<file path="config.mk">
export PLATFORM = sky130hd
export DESIGN_NAME = lsu_mem_access
export DESIGN_NICKNAME = d
export VERILOG_FILES = /design/src/rtl/lsu_mem_access.sv
export SDC_FILE = /design/constraint.sdc
export NUM_CORES = 1
export LEC_CHECK = 0
export ABC_AREA = 1
export ABC_CLOCK_PERIOD_IN_PS = 8580
export BUFFER_PORTS_ARGS = -buffer_cell sky130_fd_sc_hd__buf_2
export CAP_MARGIN = 10
export CELL_PAD_IN_SITES_DETAIL_PLACEMENT = 0
export CELL_PAD_IN_SITES_GLOBAL_PLACEMENT = 1
export CORE_MARGIN = 5
export CORE_UTILIZATION = 30
export CTS_BUF_LIST = sky130_fd_sc_hd__clkbuf_16
export CTS_CLUSTER_SIZE = 25
export DETAILED_ROUTE_END_ITERATION = 12
export PLACE_DENSITY_LB_ADDON = 0.1
export SKIP_CTS_REPAIR_TIMING = 1
export SLEW_MARGIN = 20
export SYNTH_ARGS = -nofsm -noshare
export SYNTH_HDL_FRONTEND = slang
export SYNTH_SLANG_ARGS = --single-unit
</file>
<file path="constraint.sdc">
create_clock -name clk -period 8.58 [get_ports clk]
set_input_delay 1.716 -clock clk [delete_from_list [all_inputs] [get_ports clk]]
set_output_delay 1.716 -clock clk [all_outputs]
set_load 0.005 [all_outputs]
</file>
<file path="src/rtl/lsu_mem_access.sv">
// Load/store memory-access stage: latches one request, checks it, drives a
// word-addressed memory handshake with byte strobes, and returns the loaded
// word shifted so the addressed byte/halfword lands at bit 0.
module lsu_mem_access #(
  parameter int unsigned TIMEOUT = 16,
  parameter int unsigned ADDR_W  = 32
) (
  input  logic              clk,
  input  logic              rst,
  // request side
  input  logic              reqValid,
  output logic              reqReady,
  input  logic              isStore,
  input  logic [2:0]        funct3,
  input  logic [ADDR_W-1:0] addr,
  input  logic [31:0]       storeData,
  // memory side
  output logic              memReq,
  output logic              memWe,
  output logic [ADDR_W-1:0] memAddr,
  output logic [3:0]        memWstrb,
  output logic [31:0]       memWdata,
  input  logic              memReady,
  input  logic              memRvalid,
  input  logic [31:0]       memRdata,
  // response side
  output logic              rspValid,
  output logic [31:0]       dataMem,
  output logic              fault,
  output logic              busErr
);

  localparam int unsigned CNT_W   = 8;
  localparam int unsigned DATA_W  = 32;
  localparam int unsigned STRB_W  = 4;
  localparam logic [CNT_W-1:0] CNT_LAST = CNT_W'(TIMEOUT - 1);

  typedef enum logic [2:0] {
    S_IDLE   = 3'd0,
    S_CHECK  = 3'd1,
    S_ACCESS = 3'd2,
    S_WAIT   = 3'd3,
    S_RESP   = 3'd4
  } state_t;

  // state and latched request
  state_t              r_state,      w_state_nxt;
  logic                r_is_store,   w_is_store_nxt;
  logic [2:0]          r_funct3,     w_funct3_nxt;
  logic [ADDR_W-1:0]   r_addr,       w_addr_nxt;
  logic [DATA_W-1:0]   r_store_data, w_store_data_nxt;
  logic [CNT_W-1:0]    r_cnt,        w_cnt_nxt;
  logic                r_fault_p,    w_fault_p_nxt;
  logic                r_berr_p,     w_berr_p_nxt;

  // registered outputs
  logic                r_req_ready,  w_req_ready_nxt;
  logic                r_mem_req,    w_mem_req_nxt;
  logic                r_mem_we,     w_mem_we_nxt;
  logic [ADDR_W-1:0]   r_mem_addr,   w_mem_addr_nxt;
  logic [STRB_W-1:0]   r_mem_wstrb,  w_mem_wstrb_nxt;
  logic [DATA_W-1:0]   r_mem_wdata,  w_mem_wdata_nxt;
  logic                r_rsp_valid,  w_rsp_valid_nxt;
  logic [DATA_W-1:0]   r_data_mem,   w_data_mem_nxt;
  logic                r_fault,      w_fault_nxt;
  logic                r_bus_err,    w_bus_err_nxt;

  // decode of the latched request
  logic [1:0]          w_off;
  logic                w_illegal;
  logic                w_misalign;
  logic [STRB_W-1:0]   w_lane_strb;
  logic [DATA_W-1:0]   w_lane_wdata;

  assign w_off = r_addr[1:0];

  // Legality, alignment and store lane placement for the latched request.
  always_comb begin
    w_illegal    = 1'b0;
    w_misalign   = 1'b0;
    w_lane_strb  = 4'b1111;
    w_lane_wdata = r_store_data;

    if (r_is_store) begin
      // stores only have B, H, W
      w_illegal = (r_funct3[2] == 1'b1) || (r_funct3 == 3'b011);
    end else begin
      w_illegal = (r_funct3 == 3'b011) || (r_funct3 == 3'b110) ||
                  (r_funct3 == 3'b111);
    end

    case (r_funct3[1:0])
      2'b01:   w_misalign = w_off[0];
      2'b10:   w_misalign = (w_off != 2'b00);
      default: w_misalign = 1'b0;
    endcase

    case (r_funct3[1:0])
      2'b00: begin
        w_lane_strb  = 4'b0001 << w_off;
        w_lane_wdata = {4{r_store_data[7:0]}};
      end
      2'b01: begin
        w_lane_strb  = 4'b0011 << w_off;
        w_lane_wdata = {2{r_store_data[15:0]}};
      end
      default: begin
        w_lane_strb  = 4'b1111;
        w_lane_wdata = r_store_data;
      end
    endcase
  end

  // Next-state and next-output logic; every register holds unless changed.
  always_comb begin
    w_state_nxt      = r_state;
    w_is_store_nxt   = r_is_store;
    w_funct3_nxt     = r_funct3;
    w_addr_nxt       = r_addr;
    w_store_data_nxt = r_store_data;
    w_cnt_nxt        = r_cnt;
    w_fault_p_nxt    = r_fault_p;
    w_berr_p_nxt     = r_berr_p;
    w_req_ready_nxt  = r_req_ready;
    w_mem_req_nxt    = r_mem_req;
    w_mem_we_nxt     = r_mem_we;
    w_mem_addr_nxt   = r_mem_addr;
    w_mem_wstrb_nxt  = r_mem_wstrb;
    w_mem_wdata_nxt  = r_mem_wdata;
    w_rsp_valid_nxt  = 1'b0;
    w_data_mem_nxt   = r_data_mem;
    w_fault_nxt      = r_fault;
    w_bus_err_nxt    = r_bus_err;

    case (r_state)
      S_IDLE: begin
        if (reqValid) begin
          w_is_store_nxt   = isStore;
          w_funct3_nxt     = funct3;
          w_addr_nxt       = addr;
          w_store_data_nxt = storeData;
          w_req_ready_nxt  = 1'b0;
          w_state_nxt      = S_CHECK;
        end
      end

      S_CHECK: begin
        w_fault_p_nxt = 1'b0;
        w_berr_p_nxt  = 1'b0;
        if (w_illegal || w_misalign) begin
          w_fault_p_nxt = 1'b1;
          w_state_nxt   = S_RESP;
        end else begin
          w_mem_req_nxt   = 1'b1;
          w_mem_we_nxt    = r_is_store;
          w_mem_addr_nxt  = {r_addr[ADDR_W-1:2], 2'b00};
          w_mem_wstrb_nxt = r_is_store ? w_lane_strb : 4'b0000;
          w_mem_wdata_nxt = w_lane_wdata;
          w_cnt_nxt       = '0;
          w_state_nxt     = S_ACCESS;
        end
      end

      S_ACCESS: begin
        // memRvalid is deliberately not looked at here
        if (memReady) begin
          w_mem_req_nxt   = 1'b0;
          w_mem_we_nxt    = 1'b0;
          w_mem_wstrb_nxt = 4'b0000;
          w_cnt_nxt       = r_cnt + CNT_W'(1);
          w_state_nxt     = r_is_store ? S_RESP : S_WAIT;
        end else if (r_cnt == CNT_LAST) begin
          w_mem_req_nxt   = 1'b0;
          w_mem_we_nxt    = 1'b0;
          w_mem_wstrb_nxt = 4'b0000;
          w_berr_p_nxt    = 1'b1;
          w_state_nxt     = S_RESP;
        end else begin
          w_cnt_nxt = r_cnt + CNT_W'(1);
        end
      end

      S_WAIT: begin
        if (memRvalid) begin
          w_data_mem_nxt = memRdata >> {w_off, 3'b000};
          w_state_nxt    = S_RESP;
        end else if (r_cnt == CNT_LAST) begin
          w_berr_p_nxt = 1'b1;
          w_state_nxt  = S_RESP;
        end else begin
          w_cnt_nxt = r_cnt + CNT_W'(1);
        end
      end

      S_RESP: begin
        w_rsp_valid_nxt = 1'b1;
        w_fault_nxt     = r_fault_p;
        w_bus_err_nxt   = r_berr_p;
        w_req_ready_nxt = 1'b1;
        w_state_nxt     = S_IDLE;
      end

      default: begin
        w_mem_req_nxt   = 1'b0;
        w_mem_we_nxt    = 1'b0;
        w_mem_wstrb_nxt = 4'b0000;
        w_req_ready_nxt = 1'b1;
        w_state_nxt     = S_IDLE;
      end
    endcase
  end

  // State, request latch and output registers; reset aborts any access.
  always_ff @(posedge clk or posedge rst) begin
    if (rst) begin
      r_state      <= S_IDLE;
      r_is_store   <= 1'b0;
      r_funct3     <= 3'b000;
      r_addr       <= '0;
      r_store_data <= '0;
      r_cnt        <= '0;
      r_fault_p    <= 1'b0;
      r_berr_p     <= 1'b0;
      r_req_ready  <= 1'b1;
      r_mem_req    <= 1'b0;
      r_mem_we     <= 1'b0;
      r_mem_addr   <= '0;
      r_mem_wstrb  <= 4'b0000;
      r_mem_wdata  <= '0;
      r_rsp_valid  <= 1'b0;
      r_data_mem   <= '0;
      r_fault      <= 1'b0;
      r_bus_err    <= 1'b0;
    end else begin
      r_state      <= w_state_nxt;
      r_is_store   <= w_is_store_nxt;
      r_funct3     <= w_funct3_nxt;
      r_addr       <= w_addr_nxt;
      r_store_data <= w_store_data_nxt;
      r_cnt        <= w_cnt_nxt;
      r_fault_p    <= w_fault_p_nxt;
      r_berr_p     <= w_berr_p_nxt;
      r_req_ready  <= w_req_ready_nxt;
      r_mem_req    <= w_mem_req_nxt;
      r_mem_we     <= w_mem_we_nxt;
      r_mem_addr   <= w_mem_addr_nxt;
      r_mem_wstrb  <= w_mem_wstrb_nxt;
      r_mem_wdata  <= w_mem_wdata_nxt;
      r_rsp_valid  <= w_rsp_valid_nxt;
      r_data_mem   <= w_data_mem_nxt;
      r_fault      <= w_fault_nxt;
      r_bus_err    <= w_bus_err_nxt;
    end
  end

  assign reqReady = r_req_ready;
  assign memReq   = r_mem_req;
  assign memWe    = r_mem_we;
  assign memAddr  = r_mem_addr;
  assign memWstrb = r_mem_wstrb;
  assign memWdata = r_mem_wdata;
  assign rspValid = r_rsp_valid;
  assign dataMem  = r_data_mem;
  assign fault    = r_fault;
  assign busErr   = r_bus_err;

endmodule

</file>
; Yosys cells after proc, flatten, opt, wreduce, memory -nomap -nowiden
; Cells that the tools add are included.
[word_totals]
register_bits = 185
latch_bits = 0
ram_bits = 0
rom_bits = 0
in_bits = 105
out_inout_bits = 106
word_cells = 92
mem_count = 0
[classes]
addsub = 1
n_mul = 0
n_div = 0
order_cmp = 0
n_eq_ne = 15
shifts = 3
n_mux = 35
n_bitwise = 3
reduce_logical = 17
[ops]
columns = op, count
row1 = 32-bit case mux with 2 select lines, 1
row2 = 8-bit two-way mux, 4
row3 = 32-bit by 5-bit >> shifter with 32-bit output, 1
row4 = 8-bit case mux with 3 select lines, 1
row5 = 3-bit two-way mux, 6
row6 = 4-bit two-way mux, 4
row7 = 3-bit case mux with 4 select lines, 1
row8 = 4-bit case mux with 3 select lines, 1
row9 = 1-bit two-way mux, 11
row10 = 3-bit by 2-bit == test with 1-bit output (second input constant), 3
row11 = 3-bit == test (second input constant), 3
row12 = 1-bit case mux with 3 select lines, 3
row13 = 3-bit AND reduction, 3
row14 = 8-bit by 1-bit adder with 8-bit output (second input constant), 1
row15 = 8-bit by 4-bit == test with 1-bit output (second input constant), 1
row16 = 2-bit != test (second input constant), 4
row17 = 4-bit case mux with 2 select lines, 1
row18 = 2-bit AND reduction, 4
row19 = 3-bit OR reduction, 2
row20 = 1-bit logical OR, 4
row21 = 1-bit case mux with 2 select lines, 2
row22 = 1-bit by 2-bit << shifter with 4-bit output (first input constant), 1
row23 = 2-bit by 2-bit << shifter with 4-bit output (first input constant), 1
row24 = 3-bit by 1-bit == test with 1-bit output (second input constant), 1
row25 = other kinds (8), 10

; Longest topological paths before layout
[logic_depth]
ltp_word = 7
ltp_mapped = 12
ltp_nobuf = 11

; Worst setup path before layout
; Ideal clock, no wire load.
[synth_timing]
path_type = in2reg
startpoint = input port reqValid
endpoint = register r_store_data[15]
setup_ps = 127
arrival_ps = 2269
required_time_ps = 8453
slack_ps = 6183
stages = 3
path_buffers = 1
path_cell_list = nand2_2 buf_6 mux2_1
[synth_via]
elab_chain_len = 1
[synth_rtl]
columns = item, line_no
row1 = start: declaration, 11  ; input logic reqValid,
row2 = 2-bit AND reduction (no source line), --
row3 = end signal: assignment, 239  ; r_store_data <= w_store_data_nxt;
row4 = end: declaration, 51  ; logic [DATA_W-1:0] r_store_data, w_store_data_nxt;
; Every way passes these cells.
; A chain may end at the register's enable or synchronous reset.

; Final worst setup path
[layout_timing]
startpoint = register r_addr[0]
endpoint = register r_mem_wstrb[3], in the netlist memWstrb[3]
[layout_via]
elab_chain_len = 5
word_cells_on_any_way = 11
classes_between = eq/ne (1) / shift (2) / mux (5) / reduce/logical (3)
[layout_rtl]
columns = item, line_no
row1 = start: declaration, 50  ; logic [ADDR_W-1:0] r_addr, w_addr_nxt;
row2 = start signal: assignment, 238  ; r_addr <= w_addr_nxt;
row3 = "2-bit by 2-bit << shifter with 4-bit output, or another cell as far along", 104  ; w_lane_strb = 4'b0011 << w_off;
row4 = 4-bit case mux with 2 select lines / 1-bit case mux with 2 select lines (equally long branches), "98, 92"
row5 = 4-bit two-way mux / 1-bit logical OR (equally long branches), "157, 150"
row6 = 4-bit two-way mux / 2-bit != test (equally long branches), --
row7 = 4-bit case mux with 3 select lines / 3-bit AND reduction (equally long branches), --
row8 = end signal: assignment, 247  ; r_mem_wstrb <= w_mem_wstrb_nxt;
row9 = end: declaration, 61  ; logic [STRB_W-1:0] r_mem_wstrb, w_mem_wstrb_nxt;
; Parallel ways exist; a longest one is shown, timed or not. The select of a mux whose other input is x is not followed.

==> impl_metrics.env <==
export IMPL_status="complete, no violations"
export IMPL_fin_skew_ns=0.0175
export IMPL_drv_slew=0
export IMPL_vdd_drop_max_uv=161
export IMPL_grt_overflow_total=0
export IMPL_synth_common_cells="nand2_1, dfrtp_1, a21oi_1, inv_1, o21ai_1"
export IMPL_r2r_end="memWstrb[3]"
export IMPL_io_pin_count=211
export IMPL_drtAntennaViolNets=0
export IMPL_min_to="memWstrb[2]"
export IMPL_ys_seq_area_share_pct=57.6
export IMPL_num_vias=6480
export IMPL_finalHoldViolCount=0
export IMPL_dp_cells=1395
export IMPL_fin_area_um2=9940
export IMPL_dieArea_um2=30200
export IMPL_worstPathCellList="inv_2 -> nand2_1 -> nand3_1 -> nand3_4 -> buf_4 -> nor2_2 -> nand2_1 -> nand2_1"
export IMPL_synth_most_common_cell="nand2_1"
export IMPL_maxCapViolations=0
export IMPL_path_max_fanout=70
export IMPL_tightest_slew_ns=0.995
export IMPL_die_h_um=174
export IMPL_dp_hpwl_mm=16.1
export IMPL_routed_wl_mm=23.0
export IMPL_worst_path_buf_inv=2
export IMPL_synth_area_per_cell_um2=9.04
export IMPL_rsz0062_at_grt="no"
export IMPL_clock_root_buffer="clkbuf_16"
export IMPL_path_class="flip-flop to flip-flop"
export IMPL_worstReg2RegStart="r_addr[0]"
export IMPL_ys_flop_type="dfrtp_1"
export IMPL_antenna_found_initial=0
export IMPL_cpMostUsedCell="nand2_1"
export IMPL_die_w_um=174
export IMPL_cp_end_kind="flip-flop"
export IMPL_hold_depth=2
export IMPL_grt_total_usage_pct=15.3
export IMPL_wl_per_cell_um=16.1
export IMPL_rows=60
export IMPL_synthTopCellsByArea="dfrtp_1, nand2_1, a21oi_1, o21ai_1, inv_1"
export IMPL_relSlewSlack_pct=33.7
export IMPL_worstPathRequired_ns=8.90
export IMPL_period_share_pct=39.3
export IMPL_startpoint="r_addr[0]"
export IMPL_period_needed_ns=3.37
export IMPL_post_route_cells_drive_above_1_share_pct=24.6
export IMPL_grt_pass1_vias=6610
export IMPL_synth_top_area_share_pct=57.2
export IMPL_cts_inserted_buffers=17
export IMPL_grt_pass1_wl_mm=37.0
export IMPL_viasPerCell=4.54
export IMPL_core_area_um2=26700
export IMPL_yosysUniqueCellTypes=32
export IMPL_ys_ff_latch=185
export IMPL_critPathArrivalTime_ns=3.68
export IMPL_synth_area_um2=8040
export IMPL_start_util_pct=30.2
export IMPL_slowest_delay_ns=0.85
export IMPL_path_delay_family="buffers and inverters"
export IMPL_clock_fmax_ghz=0.297
export IMPL_startpoint_type="flip-flop"
export IMPL_io_buffers=208
export IMPL_gp_congestion=0.761
export IMPL_yosysTopAreaCell="dfrtp_1"
export IMPL_setup_tns_ns=0
export IMPL_crit_slowest_cell="dfrtp_1"
export IMPL_grt_start_max_net_pins=133
export IMPL_clk_latency_ns=0.44
export IMPL_place_area_um2=9300
export IMPL_synthCells=890
export IMPL_r2r_slack_ns=5.21
export IMPL_clk_pin_slew_worst_paths_ns=0.07
export IMPL_antenna_cells=0
export IMPL_first_pass_iters=4
export IMPL_drtIter0Drc=340
export IMPL_p_leak_nw=5.17
export IMPL_clkSinkCount=185
export IMPL_cts_buffer_depth=2
export IMPL_hp_class="flip-flop to flip-flop"
export IMPL_setup_viol_count_final=0
export IMPL_area_growth_synth_to_final_pct=23.6
export IMPL_drc=0
export IMPL_cellPowerDensity_nw_per_um2=362
export IMPL_fin_cells=1427
export IMPL_async_flop_share_pct=100
export IMPL_ctsHtreeMaxLevel=4
export IMPL_nets=1183
export IMPL_ys_warn_count=0
export IMPL_cts_tree="built"
export IMPL_ff2ff_path_depth=8
export IMPL_synth_edf_count=0
export IMPL_hold_path_startpoint="memWstrb[2]"
cells in the final DEF, fill, tap and decap left out, types with 7 or more instances in the layout:
cell / n
inv_2: 7
o31ai_1: 9
clkbuf_16: 17
a21oi_1: 72
dfrtp_1: 184
o21ai_1: 72
a31oi_1: 9
mux2_1: 24
inv_1: 71
o21ai_0: 47
buf_2: 208
nor2_1: 60
nand3_1: 33
nand2_1: 212
a2bb2oi_1: 8
where the power goes:
part / internal [mW] / switching (mW) / total (mW)
Clock: 0.409 / 0.421 / 0.830
Combinational: 0.498 / 0.800 / 1.30
Sequential: 1.26 / 0.211 / 1.47
cell type report:
cell class	count	area, um^2
clock buffer	17	425
clock inverter	15	211
fill	2801	16700
tap	341	427
inverter	80	310
timing repair buffer	213	1080
sequential	185	4630
multi-input combinational	576	2860
how the worst max path moves through the flow:
stage | cells past startpoint | endpoint
4_1_cts | 8 | memWstrb[1]
5_1_grt | 7 | memAddr[6]
6_report | 8 | memWstrb[3]
3_3_place_gp | 4 | r_store_data[10]
3_5_place_dp | 4 | r_store_data[8]
2_1_floorplan | 1 | busErr
per-layer routing:
layer  up-vias  share of wire [%]  track usage (%)
met2       133                 46             24.0
met1      3063                 49             21.8
met5         -                  0                0
met4         0                1.0             3.86
met3        11                4.0             3.16
li1       3273                  -                -
state kept, by name, summed over array words and instances, names as in the netlist, 3 cells and up:
| register | cells |
|---|---|
| dataMem | 32 |
| memAddr | 30 |
| memWdata | 32 |
| memWstrb | 4 |
| r_addr | 32 |
| r_cnt | 8 |
| r_funct3 | 3 |
| r_state | 3 |
| r_store_data | 32 |
worst register-to-register path: cells and delay by family (launching register included):
kind | cells | cell delay, ns
AND/OR/NAND/NOR | 6 | 1.20
buffers and inverters | 2 | 1.21
flip-flops | 1 | 0.85
stage by stage:
stage	util (%)	setup slack [ns]	total power, mW	hold WS [ns]
floorplan	-	1.84	2.31	0.459
global placement	34.9	5.06	2.82	0.454
detailed placement	34.9	5.04	2.83	0.462
CTS	37.3	5.11	3.68	0.484
global route	37.3	4.78	3.92	0.505
finish	37.3	5.21	3.60	0.475
kinds of logic after synthesis:
logic type | share of synthesized area [%]
buffers and inverters | 7.17
AND/OR/NAND/NOR | 16.0
other | 0.0466
flip-flops | 57.6
adder cells (fa/ha/maj) | 0.778
AO/OA/AOI/OAI | 14.8
XOR/XNOR | 0.327
multiplexers | 3.36
Power figures use the tool's default switching activity.
